`config.mk`:
```
export PLATFORM = sky130hd
export DESIGN_NAME = stack_arbiter
export DESIGN_NICKNAME = d
export VERILOG_FILES = /design/src/rtl/stack_arbiter.sv
export SDC_FILE = /design/constraint.sdc
export NUM_CORES = 1
export LEC_CHECK = 0
export CORE_MARGIN = 4
export CORE_UTILIZATION = 39
export CTS_BUF_LIST = sky130_fd_sc_hd__clkbuf_4
export DETAILED_ROUTE_END_ITERATION = 16
export GPL_ROUTABILITY_DRIVEN = 0
export GPL_TIMING_DRIVEN = 0
export HOLD_SLACK_MARGIN = 0.15
export PLACE_DENSITY = 0.8
export SLEW_MARGIN = 15
export SYNTH_ARGS = -nofsm -noshare
export SYNTH_HDL_FRONTEND = slang
export SYNTH_SLANG_ARGS = --single-unit
```
`constraint.sdc`:
```
create_clock -name clk -period 7.1 [get_ports clk]
set_clock_uncertainty 0.15 [all_clocks]
set_input_delay 2.13 -clock clk [delete_from_list [all_inputs] [get_ports clk]]
set_output_delay 2.13 -clock clk [all_outputs]
set_load 0.02 [all_outputs]
```
`src/rtl/stack_arbiter.sv`:
```
// -----------------------------------------------------------------------------
// stack_arbiter
//
// Shares one stack_memory instance between NUM_REQ requesters. A round-robin
// scan grants at most one push or pop per cycle. Pushes are issued to the stack
// combinationally in the grant cycle and acknowledged one cycle later. Pops are
// issued in the grant cycle. The stack registers dout on that edge. The word is
// captured during the RD cycle and returned with rsp_valid/req_ack one cycle
// after that, so a pop completes two cycles after issue.
//
// Optional feature macro: STK_ARB_ERR_EN
//   defined   : a push on full / pop on empty still wins the scan. It is not
//               sent to the stack and is acked with rsp_err=1.
//   undefined : such requests are ineligible and wait. The rsp_err port is
//               absent.
//
// Ports
//   clk        rising-edge clock
//   reset_n    synchronous, active-low reset
//   req        per-requester request, held high until req_ack
//   req_op     per-requester op: 1=push, 0=pop
//   req_wdata  push data, requester i uses [i*DATA_WIDTH +: DATA_WIDTH]
//   req_ack    one-hot, one-cycle completion pulse
//   rsp_valid  one-cycle pulse, pop data valid on rsp_data
//   rsp_idx    requester that owns the current rsp_valid
//   rsp_data   popped word, holds its value between pulses
//   rsp_err    (STK_ARB_ERR_EN only) the current ack was a rejected op
//   busy       high while a pop completion is in progress (RD state)
//   stk_push   stack push strobe
//   stk_pop    stack pop strobe
//   stk_din    stack write data
//   stk_dout   stack read data, registered by the stack on the pop edge
//   stk_full   stack full flag
//   stk_empty  stack empty flag
// -----------------------------------------------------------------------------
module stack_arbiter #(
    parameter int NUM_REQ    = 4,
    parameter int DATA_WIDTH = 8,
    parameter int IDX_WIDTH  = 2
) (
    input  logic                          clk,
    input  logic                          reset_n,
    input  logic [NUM_REQ-1:0]            req,
    input  logic [NUM_REQ-1:0]            req_op,
    input  logic [NUM_REQ*DATA_WIDTH-1:0] req_wdata,
    output logic [NUM_REQ-1:0]            req_ack,
    output logic                          rsp_valid,
    output logic [IDX_WIDTH-1:0]          rsp_idx,
    output logic [DATA_WIDTH-1:0]         rsp_data,
`ifdef STK_ARB_ERR_EN
    output logic                          rsp_err,
`endif
    output logic                          busy,
    output logic                          stk_push,
    output logic                          stk_pop,
    output logic [DATA_WIDTH-1:0]         stk_din,
    input  logic [DATA_WIDTH-1:0]         stk_dout,
    input  logic                          stk_full,
    input  logic                          stk_empty
);

    localparam logic [0:0]           ST_ARB   = 1'b0;
    localparam logic [0:0]           ST_RD    = 1'b1;
    localparam logic [IDX_WIDTH-1:0] LAST_IDX = IDX_WIDTH'(NUM_REQ - 1);

    logic [0:0]           state;
    logic [IDX_WIDTH-1:0] rr_ptr;

    logic [NUM_REQ-1:0]   op_ok;
    logic [NUM_REQ-1:0]   eligible;
    logic [IDX_WIDTH-1:0] scan_pos;
    logic                 gnt_valid;
    logic [IDX_WIDTH-1:0] gnt_idx;
    logic                 gnt_is_push;
    logic                 gnt_op_ok;
    logic [IDX_WIDTH-1:0] rr_next;

    // -------------------------------------------------------------------------
    // Eligibility. A requester whose ack is showing this cycle is masked. It
    // may still hold req high while it reacts to the ack, and that must not
    // be taken as a second request.
    // -------------------------------------------------------------------------
    always_comb begin
        op_ok    = '0;
        eligible = '0;
        for (int unsigned i = 0; i < NUM_REQ; i++) begin
            op_ok[i] = req_op[i] ? ~stk_full : ~stk_empty;
`ifdef STK_ARB_ERR_EN
            eligible[i] = req[i] & ~req_ack[i];
`else
            eligible[i] = req[i] & ~req_ack[i] & op_ok[i];
`endif
        end
    end

    // -------------------------------------------------------------------------
    // Round-robin scan from rr_ptr, wrapping at NUM_REQ-1 (not at 2**IDX_WIDTH,
    // so non-power-of-two requester counts work).
    // -------------------------------------------------------------------------
    always_comb begin
        gnt_valid = 1'b0;
        gnt_idx   = '0;
        scan_pos  = '0;
        if (reset_n && (state == ST_ARB)) begin
            for (int unsigned k = 0; k < NUM_REQ; k++) begin
                scan_pos = IDX_WIDTH'((32'(rr_ptr) + k) % NUM_REQ);
                if (!gnt_valid && eligible[scan_pos]) begin
                    gnt_valid = 1'b1;
                    gnt_idx   = scan_pos;
                end
            end
        end
    end

    assign gnt_is_push = req_op[gnt_idx];
    assign gnt_op_ok   = op_ok[gnt_idx];
    assign rr_next     = (gnt_idx == LAST_IDX) ? '0 : gnt_idx + IDX_WIDTH'(1);

    // -------------------------------------------------------------------------
    // Stack control pins. A rejected grant (error build only) drives nothing.
    // -------------------------------------------------------------------------
    assign stk_push = gnt_valid &  gnt_is_push & gnt_op_ok;
    assign stk_pop  = gnt_valid & ~gnt_is_push & gnt_op_ok;
    assign stk_din  = stk_push ? req_wdata[gnt_idx*DATA_WIDTH +: DATA_WIDTH] : '0;

    assign busy = (state == ST_RD);

    // -------------------------------------------------------------------------
    // FSM and registered responses
    // -------------------------------------------------------------------------
    always_ff @(posedge clk) begin
        if (!reset_n) begin
            state     <= ST_ARB;
            rr_ptr    <= '0;
            req_ack   <= '0;
            rsp_valid <= 1'b0;
            rsp_idx   <= '0;
            rsp_data  <= '0;
`ifdef STK_ARB_ERR_EN
            rsp_err   <= 1'b0;
`endif
        end else begin
            req_ack   <= '0;
            rsp_valid <= 1'b0;
`ifdef STK_ARB_ERR_EN
            rsp_err   <= 1'b0;
`endif
            case (state)
                ST_ARB: begin
                    if (gnt_valid) begin
                        rr_ptr <= rr_next;
                        if (stk_pop) begin
                            state   <= ST_RD;
                            rsp_idx <= gnt_idx;
                        end else begin
                            // Push, or a rejected op in the error build.
                            req_ack[gnt_idx] <= 1'b1;
                        end
`ifdef STK_ARB_ERR_EN
                        rsp_err <= ~gnt_op_ok;
`endif
                    end
                end
                ST_RD: begin
                    rsp_data         <= stk_dout;
                    rsp_valid        <= 1'b1;
                    req_ack[rsp_idx] <= 1'b1;
                    state            <= ST_ARB;
                end
                default: state <= ST_ARB;
            endcase
        end
    end

endmodule

```
==> impl_results.md, run 1 <==
- Initial antenna violation count: 0
- Routed vias: 1,478
- LEAKAGE: 0.865 nW
- Area grow syn2layout: 73.9%
- Total Power: 0.363 mW
- Combinational Power Share: 52.8%
- Worst slew pin tran: 0.658 ns
- Vias per cell: 5.24
- Sequential power share: 33.2%
- Final setup violating endpoints: 0
- Fillers: 264
- Layout cells sized above 1: 18.5%
- Commonest non-fill, non-tap cell in the layout: clkdlybuf4s50_1
- Cell Int Power: 0.232 mW
- Gr ovfl total: 0
- First-pass GRT wire length: 7130 um
- Drc violations: 0
- Die area: 0.00442 mm2
- Mean post-synth cell area: 9.08 um2
- Commonest cells after routing, fill and taps aside: clkdlybuf4s50_1 (61), mux2i_1 (25), dfxtp_1 (18)
- Multi-input gate area: 991 um2
- Die width: 66.5 um
- Number of synthesized flops with an enable pin: 0
- Core footprint: 0.00315 mm2
- Cell taking the most area after synthesis: dfxtp_1
- Status: finished, final reports clean
- Most frequent CP cell: buf_4
- Die Span Y: 66.5 um
- Vias in the first global route: 1,578
- Pins Over Slew Limit: 0
- Synth top area cells: dfxtp_1 (27%), mux2i_1 (21%), nor3_1 (6.4%)
- IR drop worst, VDD: 0.143 mV
- Initial DRC Count: 59
- Post-route ant nets: 0
- CTS tree: built
- Endpoints failing hold: 0
- Routed Wire Length: 4600 um
- Buffers on Ports: 77
- Critical Path Slowest Stage Cell: mux2i_4
- Worst min path class: flop to flop
- Mapped Area: 0.00134 mm2
- Clk_lat worst skew: 0.29 ns
- Sequential share of the synthesized area: 27.0%
- Crit path DAT: 4.67 ns
- Cts bufs inserted: 3
- Root Buffer: clkbuf_4
- First-pass iteration count of the detailed router: 4
- Utilization after layout: 73.6%
- Post-synth ARST share: 0%
- CP Launch Type: primary input
- Fmax: 144 MHz
- Synth unique cells: 39
- All-layer global routing usage: 20.9%
- CP max stage delay: 0.32 ns
- Final net count: 295
- CP Cell Sequence: dlygate4sd2_1, mux2_4, o32ai_4, buf_4, a21oi_1, a311oi_2, buf_4, buf_12, mux2i_4, buf_6, nor3_1, o21a_1, buf_2
- Nature of the critical path endpoint: output port
- Average wire per standard cell: 16.3 um
- Top cell type's share of synthesized area: 27.0%
- Clock sink total: 18
- CP Max Fanout: 8
- Detailed Place HPWL: 3550 um
- Max-slew headroom at the worst pin: 56.1%
- PD cells: 156 mW/mm2
- NetSw: 0.131 mW
- Clock buffer depth: 2
- Mapped Cells: 147
- Top-level I/O count: 78
- CTS H-tree lvls: 1
- Placed Cells: 268
- Largest net degree at the start of global routing: 12
- Minimum clock period: 6.95 ns
- Sequential cell area: 360 um2
- Flop and latch count out of synthesis: 18
- Fin crit share: 97.8%
- Hold Buf Count CTS: 0
- Most used DFF post-synth: dfxtp_1
- Clock power share: 14.0%
- Switching share of power: 36.0%
- Core Rows: 20
- Starting Density: 42.3%
- Layout Cells excl Fill: 282
- Crit path kind: primary input to output port
- MaxCap Viol Count: 0
- Syn Nets: 203
- Clk slew on worst S/H paths: 0.10 ns
- Worst Path Required: 4.82 ns
- Synth warn: 0
- Ant. Diodes: 0
==> final cells by class <==
class / count / area share (%)
timing repair buffer: 86 / 34.1
multi-input combinational: 115 / 42.7
clock inverter: 1 / 0.162
sequential: 18 / 15.5
tap: 44 / 2.37
buffer: 8 / 3.02
inverter: 7 / 1.13
clock buffer: 3 / 0.970
==> path summary, 6_finish.rpt <==
kind,startpoint,end,slack [ns],cells after the start
max reg2reg,busy,req_ack[3],4.37,9
min,rsp_idx[1],req_ack[1],0.38,1
min reg2reg,rsp_idx[1],req_ack[1],0.38,1
max,stk_empty,stk_din[4],0.15,13
==> power by group through the flow <==
stage          Clock, mW  Sequential (mW)  Combinational [mW]
5_1_grt           0.0598            0.122               0.205
3_3_place_gp           0            0.121               0.165
3_5_place_dp           0            0.122               0.169
6_report          0.0509            0.120               0.191
4_1_cts           0.0535            0.120               0.184
2_1_floorplan          0            0.128              0.0893
==> metrics by stage <==
step                      hold WS, ns  setup WS (ns)  TNS (ns)  area (um2)
after floorplan                 0.336          0.521         0        1340
after global placement          0.348         -0.828     -7.64        2160
after detailed placement        0.355         -0.953     -8.60        2160
after CTS                       0.379       -0.00483  -0.00483        2320
after global routing            0.391        -0.0123   -0.0123        2320
final                           0.376          0.154         0        2320
==> Yosys cell counts, types with 2 or more instances <==
| cell type | number |
|---|---|
| ha_1 | 4 |
| o211ai_1 | 2 |
| dfxtp_1 | 18 |
| buf_6 | 2 |
| nor2b_1 | 9 |
| o21a_1 | 8 |
| o21ai_0 | 2 |
| nand2b_1 | 2 |
| mux2_2 | 2 |
| inv_1 | 6 |
| nand2_1 | 8 |
| and2_1 | 2 |
| a32o_1 | 2 |
| nor3_1 | 17 |
| mux2i_1 | 28 |
| clkbuf_1 | 5 |
| o221ai_1 | 2 |
| nor2_1 | 7 |
==> cell families after synthesis <==
logic type,Yosys count,share of synthesized area (%)
and+or+nand+nor,49,19.3
muxes,32,25.5
AOI/OAI and AO/OA,29,18.8
DFF,18,27.0
buffers and inverters,15,5.62
adders and majority gates,4,3.75
==> flip-flops by register name (all words and copies together) (netlist names) <==
signal / count
rsp_idx: 2
rsp_valid: 1
busy: 1
rsp_data: 8
req_ack: 4
rr_ptr: 2
==> routing by layer <==
| metal | vias up | part of all wire, % | global-route usage (%) | wire, um |
|---|---|---|---|---|
| li1 | 728 | - | - | - |
| met1 | 704 | 40 | 22.3 | 1830 |
| met2 | 38 | 55 | 40.0 | 2510 |
| met3 | 8 | 3.6 | 4.89 | 166 |
| met4 | 0 | 2.1 | 6.35 | 95 |
| met5 | - | 0 | 0 | 0 |
==> worst max-delay path: cells and delay by family <==
kind / cells / cell delay (ns)
AND/OR/NAND/NOR: 1 / 0.04
buffers and inverters: 6 / 1.07
AO/OA/AOI/OAI: 4 / 0.80
multiplexers: 2 / 0.62
==> timing repair <==
action | CTS | global route
hold endpoints to repair | 0 | 0
gates cloned | 1 | 0
gates resized for setup | 44 | 21
pin swaps | 2 | 1
buffers inserted | 3 | 6
setup endpoints to repair | 10 | 10
(Power assumes the default switching activity.)
==> run 2, diff against run 1 <==
--- a/config.mk
+++ b/config.mk
@@ -13,6 +13,7 @@
 export GPL_TIMING_DRIVEN = 0
 export HOLD_SLACK_MARGIN = 0.15
 export PLACE_DENSITY = 0.8
+export RECOVER_POWER = 25
 export SLEW_MARGIN = 15
 export SYNTH_ARGS = -nofsm -noshare
 export SYNTH_HDL_FRONTEND = slang
==> impl_results.md, run 2 (synthesized netlist as in run 1, its figures left out) <==
- Initial DRC Count: 59 (unchanged)
- Origin of the worst setup path: stk_empty
- Largest net degree at the start of global routing: 12 (unchanged)
- Status: finished, final reports clean
- Starting Density: 42.3% (unchanged)
- Drc violations: 0 (unchanged)
- Reg2reg start: busy
- CP Max Fanout: 8 (unchanged)
- FF-to-FF End: req_ack[3]
- Die Span Y: 66.5 um (unchanged)
- Biggest regs: rsp_data: 8 flops, req_ack: 4 flops
- CP Capture Point: stk_din[4]
- Vias per cell: 5.24 (unchanged)
- Layout Cells excl Fill: 282 (unchanged)
- Post-place setup slack: -0.953 ns (unchanged)
- R2R cell count: 9 (unchanged)
- Area grow syn2layout: 73.9% (unchanged)
- Detailed Place HPWL: 3550 um (unchanged)
- Core footprint: 0.00315 mm2 (unchanged)
- Setup WS post-layout: 0.154 ns (unchanged)
- Commonest cells after routing, fill and taps aside: clkdlybuf4s50_1 (59), mux2i_1 (25), dfxtp_1 (18)
- Setup TNS: 0 ns (unchanged)
- Ant. Diodes: 0 (unchanged)
- Average wire per standard cell: 16.3 um (unchanged)
- Routed Wire Length: 4600 um (unchanged)
- Clk_lat worst skew: 0.29 ns (about the same)
- Clk slew on worst S/H paths: 0.10 ns (about the same)
- MaxCap Viol Count: 0 (unchanged)
- Cts bufs inserted: 3 (unchanged)
- Largest Register: rsp_data
- Die width: 66.5 um (unchanged)
- IR drop worst, VDD: 0.143 mV (about the same)
- CP Launch Type: primary input
- LEAKAGE: 0.868 nW (+0.39%)
- Fmax: 144 MHz (unchanged)
- Worst Path Required: 4.82 ns (about the same)
- Hold_sp: rsp_idx[1]
- Crit path DAT: 4.67 ns (about the same)
- Endpoints failing hold: 0 (unchanged)
- CTS tree: built
- Routed vias: 1,478 (unchanged)
- Final net count: 295 (unchanged)
- Max-slew headroom at the worst pin: 56.1% (unchanged)
- Final setup violating endpoints: 0 (unchanged)
- Layout cells sized above 1: 18.5% (unchanged)
- Vias in the first global route: 1,578 (unchanged)
- Core Rows: 20 (unchanged)
- Crit path kind: primary input to output port
- First-pass GRT wire length: 7130 um (unchanged)
- Commonest non-fill, non-tap cell in the layout: clkdlybuf4s50_1
- Top-level I/O count: 78 (unchanged)
- Placed Cells: 268 (unchanged)
- Nature of the critical path endpoint: output port
- Buffers on Ports: 77 (unchanged)
- Initial antenna violation count: 0 (unchanged)
- Post-route ant nets: 0 (unchanged)
- Gr ovfl total: 0 (unchanged)
- Minimum clock period: 6.95 ns (unchanged)
- Worst min path class: flop to flop
- Clock sink total: 18 (unchanged)
- Pins Over Slew Limit: 0 (unchanged)
- All-layer global routing usage: 20.9% (unchanged)
- Max reg flops: 8 (unchanged)
- PD cells: 156 mW/mm2 (about the same)
- Worst slew pin tran: 0.658 ns (unchanged)
- First-pass iteration count of the detailed router: 4 (unchanged)
- CTS H-tree lvls: 1 (unchanged)
- Flop2flop setup slack: 4.37 ns (about the same)
- Root Buffer: clkbuf_4
- Die area: 0.00442 mm2 (unchanged)
- Fin crit share: 97.8% (unchanged)
- Clock buffer depth: 2 (unchanged)
-- run 2: metrics by stage --
stage / power, mW / hold slack (ns) / utilization [%] / area [um2]
final: 0.362 / 0.376 / 73.6 / 2320
after global routing: 0.386 / 0.391 / 73.6 / 2320
after CTS: 0.358 / 0.379 / 73.5 / 2320
after detailed placement: 0.291 / 0.355 / 68.5 / 2160
after global placement: 0.286 / 0.348 / 68.5 / 2160
after floorplan: 0.217 / 0.336 / - / 1340
-- run 2: layer usage --
layer	vias to the layer above	track usage [%]	share of wire (%)
met5	-	0	0
met4	0	6.35	2.1
met3	8	4.89	3.6
met2	38	40.0	55
met1	704	22.3	40
li1	728	-	-
-- run 2: report_power, final --
part | leakage (nW) | total [mW] | internal, mW | switching [mW]
combinational | 0.706 | 0.191 | 0.101 | 0.0904
sequential | 0.147 | 0.120 | 0.110 | 0.00978
clock | 0.0154 | 0.0509 | 0.0204 | 0.0305
-- run 2: area by class of cell --
class | count | area, um2
Buffer | 8 | 70.1
Multi-Input combinational cell | 115 | 991
Sequential cell | 18 | 360
Timing Repair Buffer | 86 | 792
Tap cell | 44 | 55.1
Clock inverter | 1 | 3.75
Inverter | 7 | 26.3
Fill cell | 264 | 832
Clock buffer | 3 | 22.5
-- run 2: critical path: stages --
cell and delay [ns]:
dlygate4sd2_1 0.29, mux2_4 0.30, o32ai_4 0.31, buf_4 0.18, a21oi_1 0.05, a311oi_2 0.24
buf_4 0.19, buf_12 0.11, mux2i_4 0.32, buf_6 0.15, nor3_1 0.04, o21a_1 0.20
buf_2 0.15
-- run 2: how the worst min path moves through the flow --
stage	to	slack [ns]	cells after the start
6_report	req_ack[1]	0.38	1
4_1_cts	req_ack[1]	0.38	2
5_1_grt	req_ack[1]	0.39	2
3_3_place_gp	rsp_data[3]	0.35	2
2_1_floorplan	rr_ptr[1]	0.34	2
3_5_place_dp	req_ack[1]	0.36	1
-- run 2: repair_timing --
item	CTS	global route
gates resized for setup	44	21
buffers inserted	3	6
cloned	1	0
hold buffers	0	0
endpoints found under the setup margin	10	10
pin swaps	2	1
==> run 3, diff against run 2 <==
--- a/config.mk
+++ b/config.mk
@@ -18,3 +18,4 @@
 export SYNTH_ARGS = -nofsm -noshare
 export SYNTH_HDL_FRONTEND = slang
 export SYNTH_SLANG_ARGS = --single-unit
+export TNS_END_PERCENT = 100
==> constraint.sdc (replaced) <==
create_clock -name clk -period 7.1 [get_ports clk]
set_clock_uncertainty 0.15 [all_clocks]
set_input_delay 1.065 -clock clk [delete_from_list [all_inputs] [get_ports clk]]
set_output_delay 1.065 -clock clk [all_outputs]
set_load 0.02 [all_outputs]
==> impl_results.md, run 3 (synthesized netlist as in run 1, its figures left out) <==
- Clock power share: 14.9% (+0.8 points)
- Crit path kind: primary input to output port
- Endpoints failing hold: 0 (unchanged)
- Clock sink total: 18 (unchanged)
- Minimum clock period: 5.92 ns (-1.02 ns)
- Routed Wire Length: 4260 um (-7.5%)
- CP Max Fanout: 10 (+2)
- Routed vias: 1,407 (-4.8%)
- RSZ-0062 raised after global routing: false
- Hold Buf Count CTS: 0 (unchanged)
- Initial DRC Count: 61 (+3.4%)
- PD cells: 155 mW/mm2 (-0.82%)
- Ant. Diodes: 0 (unchanged)
- Root Buffer: clkbuf_4
- Die area: 0.00442 mm2 (unchanged)
- Status: finished, final reports clean
- Hold_sp: rsp_idx[0]
- GR Layer Usage met3: 5.06% (+0.17 points)
- Clk_lat worst skew: 0.29 ns (about the same)
- Post-CTS setup buffers: 0 (-3)
- Crit path DAT: 4.71 ns (+0.04 ns)
- Met1 Use GR: 21.8% (-0.46 points)
- Gr ovfl total: 0 (unchanged)
- Drc violations: 0 (unchanged)
- Biggest regs: rsp_data: 8 flops, req_ack: 4 flops
- Clock buffer depth: 2 (unchanged)
- Hold WS: 0.376 ns (-0.000122 ns)
- PostCTS Resize Cnt: 0 (-100%)
- First-pass GRT wire length: 6900 um (-3.3%)
- Reg2reg start: req_ack[1]
- Sequential power share: 35.3% (+2.1 points)
- Core Rows: 20 (unchanged)
- Nature of the critical path endpoint: output port
- Die Span Y: 66.5 um (unchanged)
- Die width: 66.5 um (unchanged)
- Final net count: 285 (-3.4%)
- M2 GR Usage: 36.7% (-3.3 points)
- Hold Path Depth: 2 (+1)
- Fillers: 284 (+7.6%)
- Max reg flops: 8 (unchanged)
- CTS H-tree lvls: 1 (unchanged)
- Origin of the worst setup path: req_op[2]
- Gr busiest metal: met2
- IR drop worst, VDD: 0.141 mV (-1.6%)
- Average wire per standard cell: 15.6 um (-4.1%)
- CTS tree: built
- Detailed Place HPWL: 3550 um (unchanged)
- Cell Int Power: 0.219 mW (-5.6%)
- Area grow syn2layout: 63.8%
- Worst min path class: flop to flop
- Switching share of power: 35.4% (-0.61 points)
- R2R cell count: 9 (unchanged)
- Clk slew on worst S/H paths: 0.10 ns (about the same)
- Largest net degree at the start of global routing: 12 (unchanged)
- Fmax: 169 MHz (+17%)
- Top-level I/O count: 78 (unchanged)
- All-layer global routing usage: 20.1% (-0.82 points)
- Combinational Power Share: 49.7% (-3.1 points)
- Cts bufs inserted: 3 (unchanged)
- Core footprint: 0.00315 mm2 (unchanged)
- Largest Register: rsp_data
- Max-slew headroom at the worst pin: 48.2% (-7.9 points)
- Worst Path Required: 5.88 ns (+1.06 ns)
- Final setup violating endpoints: 0 (unchanged)
- Post-route ant nets: 0 (unchanged)
- CP Launch Type: primary input
- Setup TNS: 0 ns (unchanged)
- Fin crit share: 83.4% (-14 points)
- Vias per cell: 5.17 (-1.3%)
- First-pass iteration count of the detailed router: 4 (unchanged)
- MaxCap Viol Count: 0 (unchanged)
- Pins Over Slew Limit: 0 (unchanged)
- Buffers on Ports: 77 (unchanged)
- NetSw: 0.120 mW (-8.1%)
- Vias in the first global route: 1,527 (-3.2%)
- Initial antenna violation count: 0 (unchanged)
- Commonest cells after routing, fill and taps aside: clkdlybuf4s50_1 (74), mux2i_1 (28), dfxtp_1 (18)
- Worst slew pin tran: 0.755 ns (+0.0967 ns)
- LEAKAGE: 0.783 nW (-9.9%)
- Starting Density: 42.3% (unchanged)
- Layout cells sized above 1: 7.02% (-11 points)
- Commonest non-fill, non-tap cell in the layout: clkdlybuf4s50_1
## run 3: cell types whose count changed in the layout (fill, tap and decap cells not counted), sizes merged
cell,change
mux2i,-1
buf,-14
dlygate4sd2,-3
dlygate4sd3,+1
clkdlybuf4s50,+15
clkdlybuf4s15,-1
clkbuf,-7
## run 3: layout make-up
| class | instances | area, um2 | area share [%] |
|---|---|---|---|
| Clock inverter | 1 | 3.75 | 0.172 |
| Sequential cell | 18 | 360 | 16.5 |
| Clock buffer | 3 | 22.5 | 1.03 |
| Timing Repair Buffer | 77 | 771 | 35.2 |
| Tap cell | 44 | 55.1 | 2.52 |
| Inverter | 7 | 26.3 | 1.20 |
| Buffer | 8 | 48.8 | 2.23 |
| Multi-Input combinational cell | 114 | 900 | 41.1 |
## run 3: path summary, 6_finish.rpt
kind	endpoint	slack, ns
max	stk_din[7]	1.18
min reg2reg	req_ack[1]	0.38
min	req_ack[1]	0.38
max reg2reg	req_ack[3]	4.27
## run 3: per-layer routing
metal	up-vias	routed length [um]
li1	702	-
met1	647	1670
met2	44	2260
met3	14	199
met4	0	129
met5	-	0
## run 3: power groups by stage
stage	clock, mW	sequential [mW]	combinational, mW
2_1_floorplan	0	0.128	0.0893
3_3_place_gp	0	0.121	0.165
3_5_place_dp	0	0.122	0.169
4_1_cts	0.0535	0.120	0.170
5_1_grt	0.0598	0.121	0.182
6_report	0.0506	0.120	0.168
## run 3: worst max-delay path, cell delays in order
cell,delay (ns)
clkdlybuf4s50_1,0.52
mux2_4,0.32
o32ai_2,0.40
o211ai_1,0.21
a311oi_2,0.42
buf_6,0.23
mux2i_1,0.67
nor3_1,0.12
o21a_1,0.21
clkdlybuf4s50_1,0.54
## run 3: metrics by stage
stage	total power, mW	setup slack, ns	instances	util, %	instance area (um2)
after floorplan	0.217	2.65	147	-	1340
after global placement	0.286	1.30	268	68.5	2160
after detailed placement	0.291	1.18	268	68.5	2160
after CTS	0.343	1.18	272	69.4	2190
after global routing	0.363	0.909	272	69.4	2190
final	0.339	1.18	272	69.4	2190
